===== src/rtl/spi_reg_slave.sv =====
// spi_reg_slave -- SPI (mode 0) slave front end for the PWM IO expander.
//
// The SPI pins are oversampled in the MainCLK domain. Each frame starts with
// a command byte, followed by data bytes at auto-incrementing addresses:
//   command bit7 = 1 write / 0 read, bits[6:0] = register address.
// Writes become one-cycle strobes towards the register file. Reads are
// shifted out on MISO, MSB first.
//
// Ports:
//   MainCLK      system clock, rising edge
//   RST          asynchronous active-low reset
//   CS           SPI chip select, active low (asynchronous)
//   SCLK         SPI clock, CPOL=0/CPHA=0 (asynchronous)
//   MOSI         SPI data in, MSB first
//   MISO         SPI data out, MSB first; low outside the read phase
//   reg_wr_en    one-cycle write strobe
//   reg_addr     register address for writes and reads
//   reg_wr_data  write data, valid whenever reg_wr_en is high
//   reg_rd_data  register read data (combinational or 1-cycle registered)
//   busy         a frame is in progress
//   frame_err    sticky frame error, cleared at the next frame start
//   fsm_state    current FSM state (debug visibility)
//
// Write interface: reg_wr_en is a pure strobe with no back-pressure. The
// register file must accept reg_wr_data at reg_addr in every cycle where
// reg_wr_en is high. reg_addr steps to the next register in the cycle after
// the strobe.
module spi_reg_slave #(
  parameter int ADDR_W      = 4,
  parameter int SYNC_STAGES = 2
) (
  input  logic              MainCLK,
  input  logic              RST,
  input  logic              CS,
  input  logic              SCLK,
  input  logic              MOSI,
  output logic              MISO,
  output logic              reg_wr_en,
  output logic [ADDR_W-1:0] reg_addr,
  output logic [7:0]        reg_wr_data,
  input  logic [7:0]        reg_rd_data,
  output logic              busy,
  output logic              frame_err,
  output logic [2:0]        fsm_state
);

  typedef enum logic [2:0] {
    S_WAIT_IDLE = 3'd0,
    S_IDLE      = 3'd1,
    S_CMD       = 3'd2,
    S_WR_DATA   = 3'd3,
    S_RD_DATA   = 3'd4,
    S_IGNORE    = 3'd5
  } state_t;

  // The settle counter keeps WAIT_IDLE from trusting the synchroniser until
  // it has been refilled with real pin samples after reset. Without it, a CS
  // held low through reset would show up as a fresh cs_fall.
  localparam int SETTLE_W = $clog2(SYNC_STAGES + 2);
  localparam logic [SETTLE_W-1:0] SETTLE_MAX = SETTLE_W'(SYNC_STAGES + 1);

  logic [SYNC_STAGES-1:0] cs_pipe, sclk_pipe, mosi_pipe;
  logic                   cs_prev, sclk_prev;
  logic                   cs_s, sclk_s, mosi_s;
  logic                   sclk_rise, sclk_fall, cs_rise, cs_fall;
  logic [SETTLE_W-1:0]    settle_cnt;
  logic                   settled;

  state_t      state_q, state_d;
  logic [2:0]  bit_cnt;
  logic [7:0]  rx_shift;
  logic [7:0]  rx_byte;
  logic [7:0]  tx_shift;
  logic [1:0]  ld_cnt;
  logic        skip_fall;
  logic [1:0]  wr_pipe;

  // FSM decode strobes
  logic frame_start, frame_end, bit_take, cmd_bad, cmd_load;
  logic rd_reload, wr_done, tx_shift_en, rd_arm;

  // --------------------------------------------------------------------
  // Pin synchronisers and edge detection
  // --------------------------------------------------------------------
  assign cs_s   = cs_pipe[SYNC_STAGES-1];
  assign sclk_s = sclk_pipe[SYNC_STAGES-1];
  assign mosi_s = mosi_pipe[SYNC_STAGES-1];

  always_ff @(posedge MainCLK or negedge RST) begin
    if (!RST) begin
      cs_pipe   <= '1;
      sclk_pipe <= '0;
      mosi_pipe <= '0;
      cs_prev   <= 1'b1;
      sclk_prev <= 1'b0;
    end else begin
      cs_pipe   <= {cs_pipe[SYNC_STAGES-2:0], CS};
      sclk_pipe <= {sclk_pipe[SYNC_STAGES-2:0], SCLK};
      mosi_pipe <= {mosi_pipe[SYNC_STAGES-2:0], MOSI};
      cs_prev   <= cs_s;
      sclk_prev <= sclk_s;
    end
  end

  assign sclk_rise = sclk_s & ~sclk_prev;
  assign sclk_fall = ~sclk_s & sclk_prev;
  assign cs_rise   = cs_s & ~cs_prev;
  assign cs_fall   = ~cs_s & cs_prev;

  assign settled = (settle_cnt == SETTLE_MAX);

  always_ff @(posedge MainCLK or negedge RST) begin
    if (!RST) begin
      settle_cnt <= '0;
    end else if (!settled) begin
      settle_cnt <= settle_cnt + 1'b1;
    end
  end

  // --------------------------------------------------------------------
  // FSM
  // --------------------------------------------------------------------
  always_ff @(posedge MainCLK or negedge RST) begin
    if (!RST) begin
      state_q <= S_WAIT_IDLE;
    end else begin
      state_q <= state_d;
    end
  end

  // Byte as it will look once the current MOSI bit has been shifted in.
  assign rx_byte = {rx_shift[6:0], mosi_s};

  always_comb begin
    state_d     = state_q;
    frame_start = 1'b0;
    frame_end   = 1'b0;
    bit_take    = 1'b0;
    cmd_bad     = 1'b0;
    cmd_load    = 1'b0;
    rd_reload   = 1'b0;
    wr_done     = 1'b0;
    tx_shift_en = 1'b0;
    case (state_q)
      S_WAIT_IDLE: begin
        if (settled && cs_s) state_d = S_IDLE;
      end
      S_IDLE: begin
        if (cs_fall) begin
          frame_start = 1'b1;
          state_d     = S_CMD;
        end
      end
      S_CMD, S_WR_DATA, S_RD_DATA: begin
        // cs_rise takes priority over a coinciding 8th SCLK rise, so such a
        // byte is dropped and reported through frame_err.
        if (cs_rise) begin
          frame_end = 1'b1;
          state_d   = S_IDLE;
        end else begin
          if (sclk_rise) begin
            bit_take = 1'b1;
            if (bit_cnt == 3'd7) begin
              if (state_q == S_CMD) begin
                if (rx_byte[6:ADDR_W] != '0) begin
                  cmd_bad = 1'b1;
                  state_d = S_IGNORE;
                end else begin
                  cmd_load = 1'b1;
                  state_d  = rx_byte[7] ? S_WR_DATA : S_RD_DATA;
                end
              end else if (state_q == S_WR_DATA) begin
                wr_done = 1'b1;
              end else begin
                rd_reload = 1'b1;
              end
            end
          end
          if (sclk_fall && (state_q == S_RD_DATA)) tx_shift_en = 1'b1;
        end
      end
      S_IGNORE: begin
        if (cs_rise) begin
          frame_end = 1'b1;
          state_d   = S_IDLE;
        end
      end
      default: state_d = S_WAIT_IDLE;
    endcase
  end

  // Each read byte (the first, right after the command, and each reload
  // after 8 bits) restarts the load countdown and skips one falling edge.
  assign rd_arm = (cmd_load && !rx_byte[7]) || rd_reload;

  // --------------------------------------------------------------------
  // Datapath
  // --------------------------------------------------------------------
  always_ff @(posedge MainCLK or negedge RST) begin
    if (!RST) begin
      bit_cnt   <= '0;
      rx_shift  <= '0;
      tx_shift  <= '0;
      ld_cnt    <= '0;
      skip_fall <= 1'b0;
      frame_err <= 1'b0;
    end else if (frame_start) begin
      bit_cnt   <= '0;
      rx_shift  <= '0;
      tx_shift  <= '0;
      ld_cnt    <= '0;
      skip_fall <= 1'b0;
      frame_err <= 1'b0;
    end else begin
      if (bit_take) begin
        rx_shift <= rx_byte;
        bit_cnt  <= bit_cnt + 3'd1;
      end
      // A partial byte at CS release is discarded and flagged.
      if ((frame_end && (bit_cnt != 3'd0)) || cmd_bad) frame_err <= 1'b1;

      // reg_rd_data is sampled two cycles after reg_addr changes. This
      // covers both a combinational and a registered register file.
      if (rd_arm) begin
        ld_cnt <= 2'd2;
      end else if (ld_cnt != 2'd0) begin
        ld_cnt <= ld_cnt - 2'd1;
      end

      // The falling edge that ends the last bit of a byte must not shift.
      // Otherwise it would shift away the MSB of the freshly loaded byte.
      if (rd_arm) begin
        skip_fall <= 1'b1;
      end else if (tx_shift_en) begin
        skip_fall <= 1'b0;
      end

      if (ld_cnt == 2'd1) begin
        tx_shift <= reg_rd_data;
      end else if (tx_shift_en && !skip_fall) begin
        tx_shift <= {tx_shift[6:0], 1'b0};
      end
    end
  end

  // Write strobe pipeline. The data is captured on the 8th bit. The strobe
  // follows two cycles later, so reg_wr_en rises SYNC_STAGES+2 cycles after
  // the raw 8th SCLK rise is first sampled.
  always_ff @(posedge MainCLK or negedge RST) begin
    if (!RST) begin
      wr_pipe     <= '0;
      reg_wr_en   <= 1'b0;
      reg_wr_data <= '0;
    end else begin
      wr_pipe   <= {wr_pipe[0], wr_done};
      reg_wr_en <= wr_pipe[1];
      if (wr_done) reg_wr_data <= rx_byte;
    end
  end

  always_ff @(posedge MainCLK or negedge RST) begin
    if (!RST) begin
      reg_addr <= '0;
    end else if (cmd_load) begin
      reg_addr <= rx_byte[ADDR_W-1:0];
    end else if (rd_reload || reg_wr_en) begin
      reg_addr <= reg_addr + 1'b1;  // wraps naturally at 2^ADDR_W
    end
  end

  // --------------------------------------------------------------------
  // Outputs
  // --------------------------------------------------------------------
  assign MISO      = (state_q == S_RD_DATA) ? tx_shift[7] : 1'b0;
  assign busy      = (state_q != S_IDLE) && (state_q != S_WAIT_IDLE);
  assign fsm_state = state_q;

endmodule


===== config.mk =====
export PLATFORM = sky130hd
export DESIGN_NAME = spi_reg_slave
export DESIGN_NICKNAME = d
export VERILOG_FILES = /design/src/rtl/spi_reg_slave.sv
export SDC_FILE = /design/constraint.sdc
export NUM_CORES = 1
export LEC_CHECK = 0
export BUFFER_PORTS_ARGS = -buffer_cell sky130_fd_sc_hd__buf_2
export CORE_MARGIN = 8
export CORE_UTILIZATION = 44
export DETAILED_ROUTE_END_ITERATION = 6
export GPL_TIMING_DRIVEN = 1
export PLACE_DENSITY = 0.69
export SLEW_MARGIN = 20
export SYNTH_ARGS = -nofsm -noshare
export SYNTH_HDL_FRONTEND = slang
export SYNTH_SLANG_ARGS = --single-unit

===== constraint.sdc =====
create_clock -name MainCLK -period 1.9 [get_ports MainCLK]
set_input_delay 0.095 -clock MainCLK [delete_from_list [all_inputs] [get_ports MainCLK]]
set_output_delay 0.095 -clock MainCLK [all_outputs]
set_load 0.01 [all_outputs]

==> run summary <==
Total GRT Usage: 12.4%
Die Span Y: 87.5 µm
Setup slack at placement: 0.0866 ns
Largest cells by area after synthesis: dfrtp_1, mux2_2, a21oi_1, ha_1, nand2_1
Max-cap viol count: 0
Status: completed
Die area: 0.00765 mm²
Max Freq: 553 MHz
Finished Cell Area: 0.00276 mm²
Commonest non-fill, non-tap cell in the layout: dfrtp_1
Seq/Total Area, Yosys: 55.8%
RSZ-0062 raised after global routing: false
CP most frequent cell: buf_4
Share of total power in the clock network: 23.6%
Final HPWL DP: 3230 µm
Share of layout cells above drive strength 1: 30.4%
Pwr dens: 1140 mW/mm²
Period minus WS final: 1.81 ns
Clock-pin slew on the worst setup and hold paths: 0.09 ns
Post-Place Cells: 316
Mapped Nets: 223
Clk sinks: 50
Crit-path max FO: 9
Worst Setup Start Kind: register
Total number of vias: 1649
Met2 Usage GRT: 20.5%
# DRC: 0
Synth-to-Final Area Change: 22.8%
Switching share of power: 32.0%
Post-route setup TNS: 0 ns
Syn Area/Cell: 11.1 µm²
Wirelength, routed: 4350 µm
Peak VDD IR: 457 µV
Period utilization: 95.1%
Synthesized area: 0.00225 mm²
CP Cell Sequence: nor2b_1 -> buf_4 -> buf_4 -> nor3_2 -> buf_4 -> mux2_2
Clock skew: 0.0132 ns
Most frequent cells in the layout: dfrtp_1, buf_2, nand2_1
Post-layout nets: 277
Initial antenna violation count: 0
Most used routing layer in global routing: met2
Via-per-instance ratio: 5.04
Vias in the first global route: 1708
Leakage Power: 1.34 nW
Cells after synthesis: 203
Num ports: 32
Grt met1 use: 15.2%
Slew at the pin closest to its max-slew limit: 0.700 ns
Clock latency on the worst-skew pair: 0.30 ns
Synth top area share: 52.3%
Rel. slew slack: 53.0%
Drt initial violations: 108
Gr ovfl total: 0
Internal power: 0.00214 W
First-pass detailed-route iteration total: 4
Top cell type by total area after synthesis: dfrtp_1
Flop pwr share: 46.6%
Sw power: 0.00101 W
Utilization after layout: 55.1%
Die Span X: 87.5 µm
FP Rows: 26
Synthesized flop and latch total: 50
Worst Setup End Kind: register
Starting density of the core: 44.9%
Worst setup margin: 0.0928 ns
Yosys synthesis warning count: 0
Largest net degree at the start of global routing: 31
Non-Filler Instances: 327
Core Area: 0.00501 mm²
Routed WL per cell: 13.3 µm
H-tree depth reported by CTS: 2
Port Buffers: 31
Critical path's largest stage delay: 0.55 ns
Final Max Tran Viols: 0
Comb pwr share: 29.8%
Final antenna-violating net count: 0
Routing usage on met3: 3.58%
Critical path class: register to register
CTS max path bufs: 2
Count of cell types in the netlist: 39
Global-route wire length before repair: 7560 µm
Final setup vio count: 0
CP arrival: 1.99 ns
GP Congestion: 0.847
CTS tree: done
CP required: 2.08 ns
Hold Fails Final Rpt: 0
Placed Instance Area: 0.00260 mm²
Class of the worst hold path: input port to register
Post-CTS setup buffer count: 0
Num CTS Buffers: 5
Antenna diode instance count: 0
Root Buffer: clkbuf_8
Critical Path Slowest Stage Cell: dfstp_2
[through the flow]
stage               hold slack [ns]  power [W]
global route                 0.0492    0.00339
finish                       0.0384    0.00314
floorplan                    -0.201    0.00210
detailed placement            0.160    0.00242
CTS                          0.0346    0.00318
global placement              0.163    0.00238
[worst paths after layout]
check | cells after the start | endpoint | startpoint | slack (ns)
worst max register to register | 6 | reg_wr_data[7] | cs_pipe[1] | 0.09
min in group asynchronous | 2 | tx_shift[2] | RST | 0.36
worst max-delay path | 6 | reg_wr_data[7] | cs_pipe[1] | 0.09
max in group asynchronous | 3 | wr_pipe[0] | RST | 0.93
worst min register to register | 0 | sclk_pipe[1] | sclk_pipe[0] | 0.35
worst min-delay path | 3 | tx_shift[0] | reg_rd_data[0] | 0.04
[sequential cells by signal (all words and copies together), names as in the netlist, 2 cells and up]
signal       count
reg_wr_data      8
reg_addr         4
bit_cnt          3
settle_cnt       2
ld_cnt           2
cs_pipe          2
wr_pipe          2
rx_shift         7
fsm_state        3
sclk_pipe        2
mosi_pipe        2
tx_shift         8
[synthesized netlist by cell type]
| cell | instances |
|---|---|
| dfrtp_1 | 47 |
| nand2_1 | 22 |
| a21oi_1 | 20 |
| nand3_1 | 11 |
| inv_1 | 9 |
| mux2_2 | 9 |
| nor2_1 | 9 |
| o21ai_0 | 9 |
| mux2i_1 | 8 |
| ha_1 | 7 |
| clkbuf_1 | 6 |
| nor3_1 | 4 |
| o31ai_1 | 4 |
| xnor2_1 | 4 |
| dfstp_2 | 3 |
| nand2b_1 | 3 |
| nor2b_1 | 3 |
| and3_1 | 2 |
| and4bb_2 | 2 |
| nand4b_1 | 2 |
| a2111oi_0 | 1 |
| a211oi_1 | 1 |
| a21boi_0 | 1 |
| a221oi_1 | 1 |
| a41oi_1 | 1 |
| and2_1 | 1 |
| and4b_1 | 1 |
| buf_6 | 1 |
| nor3_2 | 1 |
| nor3b_1 | 1 |
| nor4_4 | 1 |
| nor4bb_1 | 1 |
| o2111ai_1 | 1 |
| o21ai_1 | 1 |
| or2_2 | 1 |
| or3_1 | 1 |
| or3_4 | 1 |
| or3b_2 | 1 |
| xor2_1 | 1 |
[area by class of cell]
class,instances,area (µm²)
repair buffers,54,338
fillers,462,2250
inverters,9,33.8
flip-flops and latches,50,1260
well taps,70,87.6
clock buffers,6,82.6
multi-input cells,137,932
clock inverters,1,30.0
[cells by family after synthesis]
logic type	share of synthesized area [%]
adders and majority gates	3.90
DFF	55.8
muxes	8.07
buffers and inverters	3.01
and+or+nand+nor	17.0
AOI/OAI and AO/OA	10.2
xor gates and xnor gates	1.95
[power by group through the flow]
stage	clock network [W]	registers [W]	logic, W
floorplan	0	0.00146	0.000644
global placement	0	0.00147	0.000909
detailed placement	0	0.00148	0.000934
CTS	0.000768	0.00146	0.000945
global route	0.000813	0.00150	0.00108
finish	0.000742	0.00147	0.000938
[repair_timing]
| action | in CTS | in global routing |
|---|---|---|
| gates resized for setup | 0 | 3 |
| hold endpoints to repair | 28 | 0 |
| endpoints found under the setup margin | 0 | 16 |
| hold buffers | 4 | 0 |
[per-layer routing]
| layer | vias to the layer above | share of wire (%) |
|---|---|---|
| met5 | - | 0 |
| met4 | 0 | 1.1 |
| met3 | 5 | 4.3 |
| met2 | 27 | 48 |
| met1 | 801 | 46 |
| li1 | 816 | - |
[worst max-delay path: cells and delay by family (launching register included)]
| kind | cells | cell delay, ns |
|---|---|---|
| flip-flops | 1 | 0.55 |
| buffers and inverters | 3 | 0.48 |
| AND/OR/NAND/NOR | 2 | 0.38 |
| multiplexers | 1 | 0.28 |
No activity file was read; power rests on OpenSTA's default activity.
